**src/rtl/mem_port_arbiter.sv**
```systemverilog
// mem_port_arbiter
//   Shares one single-port synchronous RAM between the instruction fetch (IF) port and the MEM
//   stage load/store port. Only one access is in flight at a time. When both ports request,
//   MEM wins unless MEM also got the previous grant, so neither port starves. A store wins over
//   a load raised in the same cycle.
//
//   Read timing, counted from the edge E0 that grants the request:
//     E0            grant, ram_addr latched, ram_re = 1 for one cycle
//     E1            RAM samples ram_re, FSM enters WAIT
//     E(RD_LATENCY+2)  ram_rdata captured into if_data / mem_rdata, valid pulses
//   Store timing: E0 grant with ram_we = 1 for one cycle, mem_valid pulses at E2.
//
// Parameters
//   RD_LATENCY  RAM read latency in clock edges, legal range 1..3
//
// Ports
//   clock, reset             single clock, synchronous active-high reset
//   if_req, if_addr          fetch request (level, held until if_valid) and address
//   mem_rd_req, mem_wr_req   MEM-stage load / store requests (level, held until mem_valid)
//   mem_addr, mem_wdata      MEM-stage address and store data
//   ram_rdata                RAM read data
//   ram_addr, ram_wdata      registered RAM address / write data, stable for a whole access
//   ram_re, ram_we           registered RAM strobes, never both high
//   if_valid, mem_valid      one-cycle completion pulses
//   if_data, mem_rdata       registered read data, held until that port's next completion
//   stall_if, stall_mem      combinational pipeline stall flags

module mem_port_arbiter #(
   parameter int unsigned RD_LATENCY = 1
) (
   input  logic       clock,
   input  logic       reset,
   input  logic       if_req,
   input  logic [7:0] if_addr,
   input  logic       mem_rd_req,
   input  logic       mem_wr_req,
   input  logic [7:0] mem_addr,
   input  logic [7:0] mem_wdata,
   input  logic [7:0] ram_rdata,
   output logic [7:0] ram_addr,
   output logic [7:0] ram_wdata,
   output logic       ram_re,
   output logic       ram_we,
   output logic       if_valid,
   output logic       mem_valid,
   output logic [7:0] if_data,
   output logic [7:0] mem_rdata,
   output logic       stall_if,
   output logic       stall_mem
);

   typedef enum logic [1:0] {
      StIdle,
      StRead,
      StWait,
      StWrite
   } state_e;

   // Which requester owns the access in flight.
   typedef enum logic [1:0] {
      GntIf,
      GntLoad,
      GntStore
   } gnt_e;

   // WAIT covers the RAM latency plus the edge that captures ram_rdata, so the counter
   // terminates at RD_LATENCY (entered with 0 one edge after the strobe).
   localparam logic [1:0] WaitLast = 2'(RD_LATENCY);

   state_e     state_q, state_d;
   gnt_e       gnt_q, gnt_d;
   logic [1:0] cnt_q, cnt_d;
   logic       last_mem_q, last_mem_d;
   logic [7:0] ram_addr_q, ram_addr_d;
   logic [7:0] ram_wdata_q, ram_wdata_d;
   logic       ram_re_q, ram_re_d;
   logic       ram_we_q, ram_we_d;
   logic       if_valid_q, if_valid_d;
   logic       mem_valid_q, mem_valid_d;
   logic [7:0] if_data_q, if_data_d;
   logic [7:0] mem_rdata_q, mem_rdata_d;

   // A port whose valid is high this cycle is skipped so its held request is not served twice.
   logic if_pend;
   logic mem_pend;
   logic take_mem;

   assign if_pend  = if_req & ~if_valid_q;
   assign mem_pend = (mem_rd_req | mem_wr_req) & ~mem_valid_q;
   // MEM has priority unless it was served last and IF is waiting too.
   assign take_mem = mem_pend & ~(if_pend & last_mem_q);

   always_comb begin
      state_d     = state_q;
      gnt_d       = gnt_q;
      cnt_d       = cnt_q;
      last_mem_d  = last_mem_q;
      ram_addr_d  = ram_addr_q;
      ram_wdata_d = ram_wdata_q;
      ram_re_d    = 1'b0;
      ram_we_d    = 1'b0;
      if_valid_d  = 1'b0;
      mem_valid_d = 1'b0;
      if_data_d   = if_data_q;
      mem_rdata_d = mem_rdata_q;

      unique case (state_q)
         StIdle: begin
            if (if_pend || mem_pend) begin
               cnt_d = 2'd0;
               if (take_mem) begin
                  last_mem_d = 1'b1;
                  ram_addr_d = mem_addr;
                  if (mem_wr_req) begin
                     // Store wins over a simultaneous load.
                     gnt_d       = GntStore;
                     ram_wdata_d = mem_wdata;
                     ram_we_d    = 1'b1;
                     state_d     = StWrite;
                  end else begin
                     gnt_d    = GntLoad;
                     ram_re_d = 1'b1;
                     state_d  = StRead;
                  end
               end else begin
                  last_mem_d = 1'b0;
                  ram_addr_d = if_addr;
                  gnt_d      = GntIf;
                  ram_re_d   = 1'b1;
                  state_d    = StRead;
               end
            end
         end

         StRead: begin
            cnt_d   = 2'd0;
            state_d = StWait;
         end

         StWait: begin
            if (cnt_q == WaitLast) begin
               cnt_d   = 2'd0;
               state_d = StIdle;
               if (gnt_q == GntIf) begin
                  if_data_d  = ram_rdata;
                  if_valid_d = 1'b1;
               end else begin
                  mem_rdata_d = ram_rdata;
                  mem_valid_d = 1'b1;
               end
            end else begin
               cnt_d = cnt_q + 2'd1;
            end
         end

         StWrite: begin
            // First cycle carries the strobe; the second completes the store.
            if (!ram_we_q) begin
               mem_valid_d = 1'b1;
               state_d     = StIdle;
            end
         end

         default: begin
            state_d = StIdle;
         end
      endcase
   end

   always_ff @(posedge clock) begin
      if (reset) begin
         state_q     <= StIdle;
         gnt_q       <= GntIf;
         cnt_q       <= 2'd0;
         last_mem_q  <= 1'b0;
         ram_addr_q  <= 8'h00;
         ram_wdata_q <= 8'h00;
         ram_re_q    <= 1'b0;
         ram_we_q    <= 1'b0;
         if_valid_q  <= 1'b0;
         mem_valid_q <= 1'b0;
         if_data_q   <= 8'h00;
         mem_rdata_q <= 8'h00;
      end else begin
         state_q     <= state_d;
         gnt_q       <= gnt_d;
         cnt_q       <= cnt_d;
         last_mem_q  <= last_mem_d;
         ram_addr_q  <= ram_addr_d;
         ram_wdata_q <= ram_wdata_d;
         ram_re_q    <= ram_re_d;
         ram_we_q    <= ram_we_d;
         if_valid_q  <= if_valid_d;
         mem_valid_q <= mem_valid_d;
         if_data_q   <= if_data_d;
         mem_rdata_q <= mem_rdata_d;
      end
   end

   assign ram_addr  = ram_addr_q;
   assign ram_wdata = ram_wdata_q;
   assign ram_re    = ram_re_q;
   assign ram_we    = ram_we_q;
   assign if_valid  = if_valid_q;
   assign mem_valid = mem_valid_q;
   assign if_data   = if_data_q;
   assign mem_rdata = mem_rdata_q;
   assign stall_if  = if_req & ~if_valid_q;
   assign stall_mem = (mem_rd_req | mem_wr_req) & ~mem_valid_q;

endmodule
```
**config.mk**
```make
export PLATFORM = sky130hd
export DESIGN_NAME = mem_port_arbiter
export DESIGN_NICKNAME = d
export VERILOG_FILES = /design/src/rtl/mem_port_arbiter.sv
export SDC_FILE = /design/constraint.sdc
export NUM_CORES = 1
export LEC_CHECK = 0
export BUFFER_PORTS_ARGS = -buffer_cell sky130_fd_sc_hd__buf_2
export CORE_MARGIN = 2
export CORE_UTILIZATION = 40
export CTS_CLUSTER_DIAMETER = 50
export DETAILED_ROUTE_END_ITERATION = 10
export GPL_TIMING_DRIVEN = 0
export PLACE_DENSITY = 0.75
export REMOVE_ABC_BUFFERS = 1
export SLEW_MARGIN = 15
export SYNTH_ARGS = -nofsm -noshare
export SYNTH_HDL_FRONTEND = slang
export SYNTH_SLANG_ARGS = --single-unit
```
**constraint.sdc**
```tcl
create_clock -name clock -period 3.5 [get_ports clock]
set_clock_uncertainty 0.05 [all_clocks]
set_input_delay 0.7 -clock clock [delete_from_list [all_inputs] [get_ports clock]]
set_output_delay 0.7 -clock clock [all_outputs]
set_load 0.01 [all_outputs]
```
Word level (Yosys, flattened, before mapping)
Index checks and enable logic that the tools add are counted.
Operators by class
  $add $sub $neg: 1
  equality and inequality tests: 7
  multiplexer cells: 21
  bitwise operators: 14
  reduce and logical (&&, ||, !) cells: 13
Operators by type and width (number)
  $mux W2: 9
  $not A1 Y1: 9
  $reduce_and A3 Y1: 3
  $mux W1: 8
  $mux W8: 1
  $pmux W2 S4: 1
  $ne A2 B2 Y1 const B: 3
  $pmux W2 S3: 1
  $reduce_or A3 Y1: 2
  $and A1 B1 Y1: 4
  $eq A2 B1 Y1 const B: 2
  $eq A2 B2 Y1 const B: 2
  $logic_not A2 Y1: 2
  $reduce_and A2 Y1: 2
  $reduce_and A4 Y1: 1
  $reduce_or A4 Y1: 1
  $reduce_bool A3 Y1: 1
  $add A2 B1 Y2 const B: 1
  $pmux W1 S2: 1
  $logic_or A1 B1 Y1: 1
  $or A1 B1 Y1: 1
Storage, ports and cells
  register bits after elaboration: 43
  input bits: 37
  output and inout port bits: 38
  word-level logic and storage cells: 68

Depth between registers and ports, before layout
  depth in word-level cells: 8
  depth in mapped cells: 7
  mapped depth without buffers: 4

Worst setup path after synthesis
Ideal clock, no wire load.
  path type: input to register
  from: input port if_req
  to: register gnt_q[0]
  setup time: 0.070 ns
  data arrival time: 1.793 ns
  required time: 3.380 ns
  setup slack: 1.587 ns
  cell stages on the path: 6
  path buffers: 2
  path through: nor2b_1 -> o21a_1 -> buf_2 -> buf_2 -> nand3_1 -> a21oi_1
Between the ends
  word-level cells in the longest chain between the ends: 5
  elaborated cells on any way between the ends: 7
  classes of those cells: mux: 1; bitwise: 4; reduce/logical: 2
RTL lines
  from (decl): line 33  | input logic if_req,
  $and A1 B1 Y1 *: line 88  | assign if_pend = if_req & ~if_valid_q;
  $and A1 B1 Y1: line 91  | assign take_mem = mem_pend & ~(if_pend & last_mem_q);
  $not A1 Y1: line 91
  $and A1 B1 Y1: line 91
  $mux W2: line 111  | if (take_mem) begin
  to (signal assigned): line 173  | gnt_q <= GntIf;
  to (signal assigned): line 186  | gnt_q <= gnt_d;
  to (decl): line 71  | gnt_e gnt_q, gnt_d;
Every way passes the cells marked *; elsewhere a longest branch is shown, timed or not.
A chain may end at the register's enable or synchronous reset.

Worst setup path after layout
  from: input port if_req
  to: output port stall_if
Between the ends
  word-level cells in the longest chain between the ends: 1
RTL lines
  $and A1 B1 Y1: line 208  | assign stall_if = if_req & ~if_valid_q;
  to (decl): line 48  | output logic stall_if,
No other way between the ends.

==> summary.md <==
| Metric | Value |
|---|---|
| Reg clk slew, reported paths | `0.08 ns` |
| FILL cells | `379` |
| Area occupied by registers | `861 um2` |
| Synth Register Bits | `43` |
| Clk buf depth | `2` |
| Status | `finished, final reports clean` |
| Multi-input logic area | `731 um2` |
| Total Routing Usage GR | `14.5%` |
| CP required | `2.75 ns` |
| Ys flop type | `dfxtp_1` |
| CP Launch Type | `input pin` |
| CTS Root Cell | `clkbuf_8` |
| Largest net degree at the start of global routing | `44` |
| Netlist Area Pre-Place | `1670 um2` |
| # diodes | `0` |
| Minimum clock period | `2.15 ns` |
| Overflow after GRT | `0` |
| Post-DRT Antenna Nets | `0` |
| Remaining DRCs | `0` |
| Setup Total Neg Slack | `0 ns` |
| Seq/Total Area, Yosys | `51.7%` |
| Layout cell share with drive strength beyond 1 | `36.4%` |
| Post-synth EDFFs | `0` |
| Synth Area per Inst | `10.1 um2` |
| Post-synth ARST share | `0%` |
| Worst hold slack | `0.409 ns` |
| Final core occ | `53.1%` |
| Initial Utilization | `41.7%` |
| Synth top area share | `51.7%` |
| TritonCTS clock tree | `built` |
| RSZ-0062 raised after global routing | `false` |
| Hold Buf Count CTS | `0` |
| Total Power | `1.06 mW` |
| Io pins | `75` |
| Cell taking the most area after synthesis | `dfxtp_1` |
| Pwr/cell area | `499 nW/um2` |
| Endpoint type of the worst setup path | `output pin` |
| Final Wtd Congestion | `0.783` |
| Crit path kind | `in -> out` |
| Die Y | `68.6 um` |
| Final WL | `3320 um` |
| WL/cell | `11.6 um` |
| Slew HR | `33.6%` |
| Setup violations, final | `0` |
| CP max FO | `6` |
| Slowest CP cell | `nor2b_1` |
| Total number of vias | `1,377` |
| Vias per inst | `4.81` |
| Peak supply drop | `0.229 mV` |
| H-tree depth | `2` |
| YS warnings | `0` |
| Synth area leaders | `dfxtp_1 52%, mux2i_1 19%, nor2_1 8.6%, a211oi_1 4.1%, buf_6 2.0%` |
| Synth-to-Final Area Change | `27.6%` |
| P_leak | `1.09 nW` |
| Vias in the first global route | `1,115` |
| Final Worst Setup Slack | `1.35 ns` |
| Post-cts sizing count | `0` |
| Clock latency on the worst-skew pair | `0.30 ns` |
| Critical Path, Cell by Cell | `buf_2 -> nor2b_1 -> buf_2` |
| Hold Violations, Final | `0` |
| Die Wd | `68.6 um` |
| Pre-CTS setup slack | `1.26 ns` |
| Clock sinks | `43` |
| Arr. time, crit path | `1.40 ns` |
| Worst slew pin tran | `0.994 ns` |
| Maximum Capacitance Violations | `0` |
| Core ar. | `4000 um2` |
| Die Area | `4700 um2` |
| Most common cell in the netlist | `dfxtp_1` |
| Most common library cells after synthesis | `43 x dfxtp_1, 38 x nor2_1, 32 x mux2i_1, 9 x a211oi_1` |
| Count of different cell masters after synthesis | `28` |
| Net count, final | `272` |
| Hold crit path type | `reg -> reg` |
| Tcrit/Tclk final | `61.4%` |
| Crit path top cell by count | `buf_2` |
| Port-buffer cells | `74` |
| Max frequency | `466 MHz` |
| Slowest stage delay, CP | `0.39 ns` |
| Row count | `23` |
| Initial antenna violation count | `0` |
| Synthesized netlist cell count | `165` |
| Final Slew Violations | `0` |
| Post-detail-place hpwl | `2330 um` |
| Detailed Routing Iterations Pass 1 | `4` |
| Iter 0 DRT Violations | `66` |
| CTS buffer count | `5` |
| First-pass GRT wire length | `4970 um` |
| Setup Fix Bufs, Post-CTS | `0` |
## final cells by class
| cell class | instances | area share, % |
|---|---|---|
| inverters | 2 | 0.353 |
| well taps | 50 | 2.94 |
| flip-flops and latches | 43 | 40.5 |
| multi-input cells | 109 | 34.4 |
| clock buffers | 5 | 3.24 |
| clock inverters | 3 | 1.18 |
| repair buffers | 74 | 17.4 |
## metrics by stage
step | instances | cell area (um2)
6_report | 286 | 2130
2_1_floorplan | 154 | 1600
3_5_place_dp | 278 | 2030
3_3_place_gp | 278 | 2030
5_1_grt | 286 | 2130
4_1_cts | 286 | 2130
## sequential cells by signal, summed over array words and instances (netlist names)
| signal | flops |
|---|---|
| ram_re | 1 |
| cnt_q | 2 |
| ram_addr | 8 |
| mem_rdata | 8 |
| mem_valid | 1 |
| if_data | 8 |
| gnt_q | 2 |
| ram_wdata | 8 |
| state_q | 2 |
| ram_we | 1 |
| last_mem_q | 1 |
| if_valid | 1 |
## placed cells by master (no fill, tap or decap)
master	count
o21ba_2	1
and4bb_2	1
a21oi_1	5
nand2_2	1
a21o_1	1
buf_2	74
a221oi_1	1
nor2_1	38
o21a_1	1
o2bb2ai_1	1
or4b_1	1
nand2b_1	1
a22oi_1	1
a21boi_2	1
a211oi_1	9
a32oi_1	1
nand2_1	5
inv_1	2
clkinv_4	2
nand3_1	2
clkinvlp_4	1
xnor2_1	1
nor3b_1	2
clkbuf_8	5
o21ai_0	1
mux2i_1	32
dfxtp_1	43
nor2b_1	2
## per-layer routing
metal | wire length [um] | global-route usage (%)
met5 | 0 | 0
met4 | 55 | 6.75
met3 | 228 | 5.19
met2 | 1510 | 22.2
met1 | 1530 | 18.0
## logic make-up after synthesis
group	share of synthesized area [%]
AO/OA/AOI/OAI	10.1
AND/OR/NAND/NOR	14.0
flip-flops	51.7
XOR/XNOR	0.526
multiplexers	19.2
buffers and inverters	4.50
## worst paths after layout
| path | endpoint | from | cells past startpoint | slack [ns] |
|---|---|---|---|---|
| max reg2reg | mem_rdata[6]$_SDFFE_PP0P_ | state_q[0]$_SDFFE_PP0P_ | 4 | 1.47 |
| min | gnt_q[1]$_SDFFE_PP0P_ | gnt_q[1]$_SDFFE_PP0P_ | 2 | 0.41 |
| min reg2reg | gnt_q[1]$_SDFFE_PP0P_ | gnt_q[1]$_SDFFE_PP0P_ | 2 | 0.41 |
| max | stall_if | if_req | 3 | 1.35 |
## critical path, delay by kind of cell
kind | cells | cell delay [ns]
AND/OR/NAND/NOR | 1 | 0.39
buffers and inverters | 2 | 0.30
## power breakdown
part	total (mW)	switching, mW	internal [mW]
combinational	0.193	0.105	0.0884
clock	0.318	0.175	0.143
sequential	0.550	0.0225	0.527
total	1.06	0.303	0.758
No activity file was read; power rests on OpenSTA's default activity.
